## src/rtl/evm_pkg.sv

```systemverilog
// rtl/evm_pkg.sv - state encoding and vote decoding helpers shared by the evm_multi slice
package evm_pkg;

    typedef enum logic [1:0] {
        IDLE   = 2'd0,
        ARMED  = 2'd1,
        SHOW   = 2'd2,
        CLOSED = 2'd3
    } evm_state_e;

    localparam int MAX_CAND = 16;
    localparam int HOLD_W   = 8;

    function automatic logic is_onehot(input logic [MAX_CAND-1:0] v);
        return (v != '0) && ((v & (v - 1'b1)) == '0);
    endfunction

    // Only meaningful for a one-hot input; multi-hot inputs yield an OR of indices.
    function automatic logic [3:0] onehot_to_idx(input logic [MAX_CAND-1:0] v);
        logic [3:0] idx;
        idx = '0;
        for (int i = 0; i < MAX_CAND; i++) begin
            if (v[i]) begin
                idx = idx | 4'(i);
            end
        end
        return idx;
    endfunction

endpackage

```

## src/rtl/evm_winner_scan.sv

```systemverilog
// rtl/evm_winner_scan.sv - sequential max-tally scanner used when EVM_WINNER_EN is defined
module evm_winner_scan #(
    parameter int NUM_CAND = 4,
    parameter int CNT_W    = 8
) (
    input  logic                            clk_i,
    input  logic                            rst_i,
    input  logic [NUM_CAND-1:0][CNT_W-1:0]  tally_i,
    input  logic                            start_i,
    output logic                            done_o,
    output logic [$clog2(NUM_CAND)-1:0]     winner_o,
    output logic                            tie_o
);
    localparam int SEL_W = $clog2(NUM_CAND);

    logic             busy_q, busy_d;
    logic             done_q, done_d;
    logic             tie_q, tie_d;
    logic [SEL_W-1:0] idx_q, idx_d;
    logic [SEL_W-1:0] best_idx_q, best_idx_d;
    logic [CNT_W-1:0] best_q, best_d;
    logic [CNT_W-1:0] cur;

    assign cur = tally_i[idx_q];

    always_comb begin
        busy_d     = busy_q;
        done_d     = done_q;
        tie_d      = tie_q;
        idx_d      = idx_q;
        best_idx_d = best_idx_q;
        best_d     = best_q;
        if (start_i && !busy_q && !done_q) begin
            busy_d = 1'b1;
            idx_d  = '0;
        end else if (busy_q) begin
            // Strict greater-than keeps the lowest index on equal maxima.
            if (idx_q == '0 || cur > best_q) begin
                best_d     = cur;
                best_idx_d = idx_q;
                tie_d      = 1'b0;
            end else if (cur == best_q) begin
                tie_d = 1'b1;
            end
            if (idx_q == SEL_W'(NUM_CAND - 1)) begin
                busy_d = 1'b0;
                done_d = 1'b1;
            end else begin
                idx_d = idx_q + 1'b1;
            end
        end
    end

    always_ff @(posedge clk_i) begin
        if (rst_i) begin
            busy_q     <= 1'b0;
            done_q     <= 1'b0;
            tie_q      <= 1'b0;
            idx_q      <= '0;
            best_idx_q <= '0;
            best_q     <= '0;
        end else begin
            busy_q     <= busy_d;
            done_q     <= done_d;
            tie_q      <= tie_d;
            idx_q      <= idx_d;
            best_idx_q <= best_idx_d;
            best_q     <= best_d;
        end
    end

    assign done_o   = done_q;
    assign winner_o = done_q ? best_idx_q : '0;
    assign tie_o    = done_q & tie_q;

endmodule

```

## src/rtl/evm_multi.sv

```systemverilog
// rtl/evm_multi.sv - voting machine core with saturating tallies and readout; EVM_WINNER_EN adds winner/tie/result_valid
module evm_multi
    import evm_pkg::*;
#(
    parameter int NUM_CAND = 4,
    parameter int CNT_W    = 8,
    parameter int LED_HOLD = 3
) (
    input  logic                                Clk,
    input  logic                                Rst,
    input  logic                                ballot,
    input  logic [NUM_CAND-1:0]                 vote,
    input  logic                                close,
    input  logic [$clog2(NUM_CAND)-1:0]         cnt_sel,
    output logic [CNT_W-1:0]                    cnt_out,
    output logic [CNT_W+$clog2(NUM_CAND)-1:0]   total,
    output logic [CNT_W-1:0]                    invalid_cnt,
    output logic [NUM_CAND-1:0]                 led,
    output logic                                err,
    output logic                                ready,
    output logic                                closed
`ifdef EVM_WINNER_EN
    ,
    output logic [$clog2(NUM_CAND)-1:0]         winner,
    output logic                                tie,
    output logic                                result_valid
`endif
);
    localparam int SEL_W = $clog2(NUM_CAND);
    localparam int TOT_W = CNT_W + SEL_W;
    localparam logic [CNT_W-1:0] CNT_MAX = '1;

    evm_state_e                     state_q, state_d;
    logic [HOLD_W-1:0]              hold_q, hold_d;
    logic [NUM_CAND-1:0][CNT_W-1:0] tally_q, tally_d;
    logic [TOT_W-1:0]               total_q, total_d;
    logic [CNT_W-1:0]               inv_q, inv_d;
    logic [CNT_W-1:0]               cnt_out_q, cnt_out_d;
    logic [NUM_CAND-1:0]            led_q, led_d;
    logic                           err_q, err_d;
    logic [SEL_W-1:0]               cast_idx;
    logic                           cast_ok;

    assign cast_idx = SEL_W'(onehot_to_idx(MAX_CAND'(vote)));
    assign cast_ok  = is_onehot(MAX_CAND'(vote)) && (tally_q[cast_idx] != CNT_MAX);

    always_comb begin
        state_d = state_q;
        hold_d  = hold_q;
        tally_d = tally_q;
        total_d = total_q;
        inv_d   = inv_q;
        led_d   = led_q;
        err_d   = err_q;
        // close overrides any same-cycle cast so a late press is never counted
        if (close) begin
            state_d = CLOSED;
            led_d   = '0;
            err_d   = 1'b0;
        end else begin
            case (state_q)
                IDLE: begin
                    if (ballot && vote == '0) begin
                        state_d = ARMED;
                    end
                end
                ARMED: begin
                    if (vote != '0) begin
                        state_d = SHOW;
                        hold_d  = HOLD_W'(LED_HOLD);
                        if (cast_ok) begin
                            tally_d[cast_idx] = tally_q[cast_idx] + 1'b1;
                            total_d           = total_q + 1'b1;
                            led_d             = vote;
                            err_d             = 1'b0;
                        end else begin
                            if (inv_q != CNT_MAX) begin
                                inv_d = inv_q + 1'b1;
                            end
                            led_d = '0;
                            err_d = 1'b1;
                        end
                    end
                end
                SHOW: begin
                    if (hold_q != '0) begin
                        hold_d = hold_q - 1'b1;
                    end
                    // Requiring ballot low here is what limits a held ballot to one vote.
                    if (hold_q == '0 && !ballot && vote == '0) begin
                        state_d = IDLE;
                        led_d   = '0;
                        err_d   = 1'b0;
                    end
                end
                default: begin
                end
            endcase
        end
    end

    always_comb begin
        cnt_out_d = '0;
        for (int i = 0; i < NUM_CAND; i++) begin
            if (cnt_sel == SEL_W'(i)) begin
                cnt_out_d = tally_q[i];
            end
        end
    end

    always_ff @(posedge Clk) begin
        if (Rst) begin
            state_q   <= IDLE;
            hold_q    <= '0;
            tally_q   <= '0;
            total_q   <= '0;
            inv_q     <= '0;
            cnt_out_q <= '0;
            led_q     <= '0;
            err_q     <= 1'b0;
        end else begin
            state_q   <= state_d;
            hold_q    <= hold_d;
            tally_q   <= tally_d;
            total_q   <= total_d;
            inv_q     <= inv_d;
            cnt_out_q <= cnt_out_d;
            led_q     <= led_d;
            err_q     <= err_d;
        end
    end

    assign cnt_out     = cnt_out_q;
    assign total       = total_q;
    assign invalid_cnt = inv_q;
    assign led         = led_q;
    assign err         = err_q;
    assign ready       = (state_q == IDLE);
    assign closed      = (state_q == CLOSED);

`ifdef EVM_WINNER_EN
    evm_winner_scan #(
        .NUM_CAND (NUM_CAND),
        .CNT_W    (CNT_W)
    ) u_scan (
        .clk_i    (Clk),
        .rst_i    (Rst),
        .tally_i  (tally_q),
        .start_i  (state_q == CLOSED),
        .done_o   (result_valid),
        .winner_o (winner),
        .tie_o    (tie)
    );
`endif

endmodule

```

## config.mk

```make
export PLATFORM = sky130hd
export DESIGN_NAME = evm_multi
export DESIGN_NICKNAME = d
export VERILOG_FILES = /design/src/rtl/evm_pkg.sv /design/src/rtl/evm_winner_scan.sv /design/src/rtl/evm_multi.sv
export SDC_FILE = /design/constraint.sdc
export NUM_CORES = 1
export LEC_CHECK = 0
export ABC_CLOCK_PERIOD_IN_PS = 3200
export BUFFER_PORTS_ARGS = -buffer_cell sky130_fd_sc_hd__buf_2
export CORE_ASPECT_RATIO = 0.8
export CORE_MARGIN = 2
export CORE_UTILIZATION = 39
export DETAILED_ROUTE_END_ITERATION = 7
export PLACE_DENSITY = 0.64
export SLEW_MARGIN = 20
export SYNTH_ARGS = -nofsm -noshare
export SYNTH_HDL_FRONTEND = slang
export SYNTH_SLANG_ARGS = --single-unit
```

## constraint.sdc

```tcl
create_clock -name Clk -period 3.2 [get_ports Clk]
set_input_delay 0.32 -clock Clk [delete_from_list [all_inputs] [get_ports Clk]]
set_output_delay 0.32 -clock Clk [all_outputs]
set_load 0.05 [all_outputs]
```

Word-level counts from Yosys, hierarchy flattened --
Index checks and enable logic that the tools add are counted.
Cells by class: magnitude comparators 2, reduce and logical (&&, ||, !) cells 22, add/subtract/negate cells 5, multiplexer cells 28, equality and inequality tests 14, bitwise gates (word level) 3
Operators by type and width (number):
- 2-to-1 mux 8 bit | 8
- bitwise mux 32 bit | 1
- adder 8 x 1 -> 8 bit, second input constant | 2
- bitwise AND 4 x 16 -> 16 bit | 1
- binary-select mux 8 bit (select 2 bit) | 1
- demux 8 bit (select 2 bit) | 1
- logical NOT 16 bit | 1
- != test 8 bit, second input constant | 2
- case mux 8 bit (2 select lines) | 1
- 2-to-1 mux 2 bit | 6
- 2-to-1 mux 4 bit | 3
- AND reduction 4 bit | 3
- adder 10 x 1 -> 10 bit, second input constant | 1
- == test 2 bit, second input constant | 4
- logical NOT 8 bit | 1
- case mux 4 bit (2 select lines) | 1
- nonzero test 4 bit | 2
- nonzero test 8 bit | 1
- subtractor 8 x 1 -> 8 bit, second input constant | 1
- logical AND 1 bit | 6
- != test 2 bit, second input constant | 3
- != test 3 bit, second input constant | 2
- case mux 2 bit (3 select lines) | 1
- AND reduction 5 bit | 1
- other kinds (14) | 20
Word-level totals: register bits after elaboration 73, logic and storage cells 85, output and inout bits 33, bits of input ports 10

Depth between registers and ports, before layout --
depth after elaboration 10, depth in mapped cells 12, depth with buffers taken out 9

Worst setup path before layout --
Ideal clock, no wire load.
path type input to register, from input vote[2], to register total_q[9], in the netlist total[9], path buffers 2, setup time 121 ps, cell stages on the path 11, required time 3079 ps, path slack 585 ps, data arrival time 2495 ps, cells stage by stage buf_6 -> buf_6 -> a21o_1 -> a221oi_2 -> inv_1 -> ha_1 -> nor3b_4 -> nand4_4 -> nand2_4 -> nor4_1 -> mux2_2
On the way: cells in the longest elaborated chain, start to end 7, elaborated cells on any way between the ends 12, classes of those cells add/sub (1); eq/ne (1); mux (4); bitwise (1); reduce/logical (5)
Ends and longest elaborated chain:
- from (decl) | RTL line evm_multi.sv:12 | input logic [NUM_CAND-1:0] vote,
- branches (longest 6 deep; another with subtractor 4 x 1 -> 5 bit)
- AND reduction 4 bit (no source line) (*)
- to (signal assigned) | RTL line evm_multi.sv:125 | total_q <= total_d;
- to (decl) | RTL line evm_multi.sv:36 | logic [TOT_W-1:0] total_q, total_d;
Every way passes the cells marked *. The select of a mux whose other input is x is not followed. A chain may end at the register's enable or synchronous reset.

Worst setup path in the final report --
from register tally_q[9] (netlist name), to register total_q[9], in the netlist total[9]
On the way: cells in the longest elaborated chain, start to end 5
Ends and longest elaborated chain:
- from (decl) | RTL line evm_multi.sv:35 | logic [NUM_CAND-1:0][CNT_W-1:0] tally_q, tally_d;
- from (signal assigned) | RTL line evm_multi.sv:124 | tally_q <= tally_d;
- binary-select mux 8 bit (select 2 bit) | RTL line evm_multi.sv:45 | assign cast_ok = is_onehot(MAX_CAND'(vote)) && (tally_q[cast_idx] != CNT_MAX);
- 2-to-1 mux 8 bit (implied by the code) | RTL line evm_multi.sv:45
- != test 8 bit | RTL line evm_multi.sv:45
- logical AND 1 bit | RTL line evm_multi.sv:45
- AND reduction 4 bit (no source line)
Every way passes these cells. The select of a mux whose other input is x is not followed.

==> reports/summary.txt <==
Hold WS - 0.3212 ns
XOR/XNOR Fraction of Synth Area - 0.04877
RR Endpoint - total[9]
Post-CTS setup buffer count - 0
Setup crit end kind - flop
Vias in the first global route - 2880
Post-synth EDFFs - 0
Global-route usage over all layers - 0.1743
CP bufs+invs - 1
P per Cell Area - 541.5 nW/um^2
PostCTS Resize Cnt - 0
CTS tree - yes
Max-slew headroom - 0.4971
Mux cell area share after synthesis - 0.1672
Commonest cells after routing, fill and taps aside - dfxtp_1 (73), nor2_1 (69), buf_2 (42), mux2i_1 (36), nand2_1 (16)
Layout cells sized above 1 - 0.2166
Netlist cell types - 58
Gp weighted congestion - 0.8381
Post-cts hold buffer count - 0
Post-synthesis compound-gate area fraction - 0.09954
Core box area - 9529 um^2
First-pass GRT wire length - 14480 um
Worst hold path startpoint - close
Syn nets - 410
Largest net degree at the start of global routing - 62
Clk buf depth - 2
Post-Syn Area - 3771 um^2
Clk Latency, worst-skew pair - 0.33 ns
RR Startpoint - tally_q[9]
Die Y - 91.95 um
Period utilisation layout - 0.8206
# DRC - 0
Final Power - 2.380 mW
Nets - 448
GRT overflow - 0
WP data required - 3.42 ns
Synth Flop Type - dfxtp_1
Die area - 10480 um^2
CP Max Fanout - 15
Die width - 113.9 um
Area leader, netlist - dfxtp_1
Status - complete, no violations
Max-Cap Viols - 0
Pre-antenna DRT Iters - 4
Maximum clock frequency - 380.8 MHz
Crit path max-delay family - simple AND/OR/NAND/NOR gates
Number of synthesized register bits - 73
Top cells by area, synth - dfxtp_1 (39%), mux2i_1 (9.6%), nor2_1 (6.9%), mux4_2 (4.8%), ha_1 (3.0%)
CP Data Arrival Time - 2.84 ns
Row count - 32
Slowest-stage cell, CP - nor4_1
Worst Tran Pin Value - 0.7480 ns
Crit start category - flop
Min-delay worst type - input pin to flop
CP Cell Sequence - mux2_2 > a221oi_1 > inv_1 > ha_1 > nor3b_4 > nand4_4 > nand2_4 > nor4_1 > mux2_2
Vias - 2984
Setup violations, final - 0
Yosys warnings - 0
Antenna viol nets, final - 0
Post-Synth Simple-Gate Area - 0.2269
Largest family of logic cells by synthesized area - simple AND/OR/NAND/NOR gates
Number of H-tree levels - 3
Hold Crit Depth - 2
Slew Limit Fails - 0
Clock skew - 0.004963 ns
Starting DRT DRC Count - 120
Most used cell, CP - mux2_2
I/O pins - 43
Synth top area share - 0.3875
RSZ-0062 raised after global routing - false
Filler instances - 902
Syn Inst Count - 391
DPL Wire Length - 5915 um
DRT Wirelength - 8553 um
Area growth from synthesis to layout - 16.56%
TNS Setup - 0 ns
Worst vdd ir - 232.3 uV
R2R Setup Slk - 0.57 ns
# port buffers - 42
Most common cell after layout, fill and taps aside - dfxtp_1
R2R cell count - 9
Ys async rst share - 0
Avg Vias per Cell - 5.396
CTS root buf - clkbuf_16
Critical path class - flop to flop
Endpoints failing hold - 0
Initial antenna violation count - 0
Num Clock Sinks - 73
Post-Synth Adder-Cell Area - 0.02986
Cts bufs inserted - 9
WHS Endpoint - led[2]
Starting Density - 0.3957
DR WL/cell - 15.47 um
Mean Syn Cell Area - 9.645 um^2
Diodes inserted - 0
Fin crit period - 2.626 ns
Seq/Total Area, Yosys - 0.3875
Reg clk slew, reported paths - 0.06 ns
Slowest cell delay on critical path - 0.37 ns
Leak Pwr - 1.995 nW
==> layout make-up <==
| cell class | count | area, um^2 | area share |
|---|---|---|---|
| multi-input cells | 287 | 2158 | 0.4910 |
| repair buffers | 45 | 232.7 | 0.05295 |
| clock inverters | 5 | 102.6 | 0.02334 |
| clock buffers | 11 | 242.7 | 0.05522 |
| flip-flops and latches | 73 | 1461 | 0.3325 |
| inverters | 13 | 48.80 | 0.01110 |
| well taps | 119 | 148.9 | 0.03387 |
==> registers in the layout (all words and copies together), names as in the netlist <==
| signal | flops |
|---|---|
| tally_q | 32 |
| invalid_cnt | 8 |
| led | 4 |
| total | 10 |
| hold_q | 8 |
| err | 1 |
| state_q | 2 |
| cnt_out | 8 |
==> per-stage QoR <==
step / area, um^2 / cells / utilization / setup slack (ns)
2_1_floorplan: 3771 / 391 / - / 0.5847
3_3_place_gp: 4050 / 537 / 0.4250 / 0.3971
3_5_place_dp: 4050 / 537 / 0.4250 / 0.2778
4_1_cts: 4395 / 553 / 0.4613 / 0.5805
5_1_grt: 4395 / 553 / 0.4613 / 0.4631
6_report: 4395 / 553 / 0.4613 / 0.5742
==> layer usage <==
metal / global-route usage / vias up / routed length (um)
li1: - / 1486 / -
met1: 0.2397 / 1411 / 4255
met2: 0.2609 / 73 / 3731
met3: 0.04957 / 14 / 455
met4: 0.06199 / 0 / 110
met5: 0 / - / 0
==> power breakdown <==
group          internal (mW)  leakage, nW  switching [mW]
Sequential             0.931        0.590          0.0204
Clock                  0.782        0.166           0.385
Combinational         0.0933         1.24           0.169
Total                   1.81         2.00           0.574
==> synth_stat cells, types with 2 or more instances <==
cell type / n
a211oi_2: 2
a21oi_1: 12
a21oi_4: 3
a31o_2: 2
a32oi_1: 4
and2_1: 12
and3_1: 4
buf_4: 3
buf_6: 3
clkbuf_1: 11
dfxtp_1: 73
ha_1: 9
inv_1: 13
mux2_1: 3
mux2_2: 5
mux2i_1: 36
mux4_2: 8
nand2_1: 16
nand2b_1: 3
nand3_1: 9
nand3_2: 3
nand4_1: 8
nor2_1: 69
nor2b_1: 2
nor3_1: 7
nor4_1: 7
nor4bb_1: 2
o21ai_1: 3
o221ai_1: 2
o22ai_1: 2
o31ai_1: 3
or3b_1: 2
or4_1: 3
or4b_1: 4
xnor2_1: 10
xor2_1: 11
==> how the worst max path moves through the flow <==
stage | endpoint | from | cells past startpoint | slack [ns]
final | total[9] | tally_q[9] | 9 | 0.57
after global routing | invalid_cnt[5] | vote[2] | 10 | 0.46
after CTS | total[9] | tally_q[9] | 9 | 0.58
after detailed placement | total[9] | vote[1] | 10 | 0.28
after global placement | total[9] | vote[1] | 10 | 0.40
after floorplan | total[9] | vote[2] | 11 | 0.58
==> kinds of logic (layout without fill, tap and decap cells) <==
family / Yosys count / in the layout
AOI/OAI and AO/OA: 45 / 45
xor gates and xnor gates: 21 / 21
adders and majority gates: 9 / 9
buffers and inverters: 31 / 74
DFF: 73 / 73
muxes: 52 / 52
and+or+nand+nor: 160 / 160
Power figures use the tool's default switching activity.
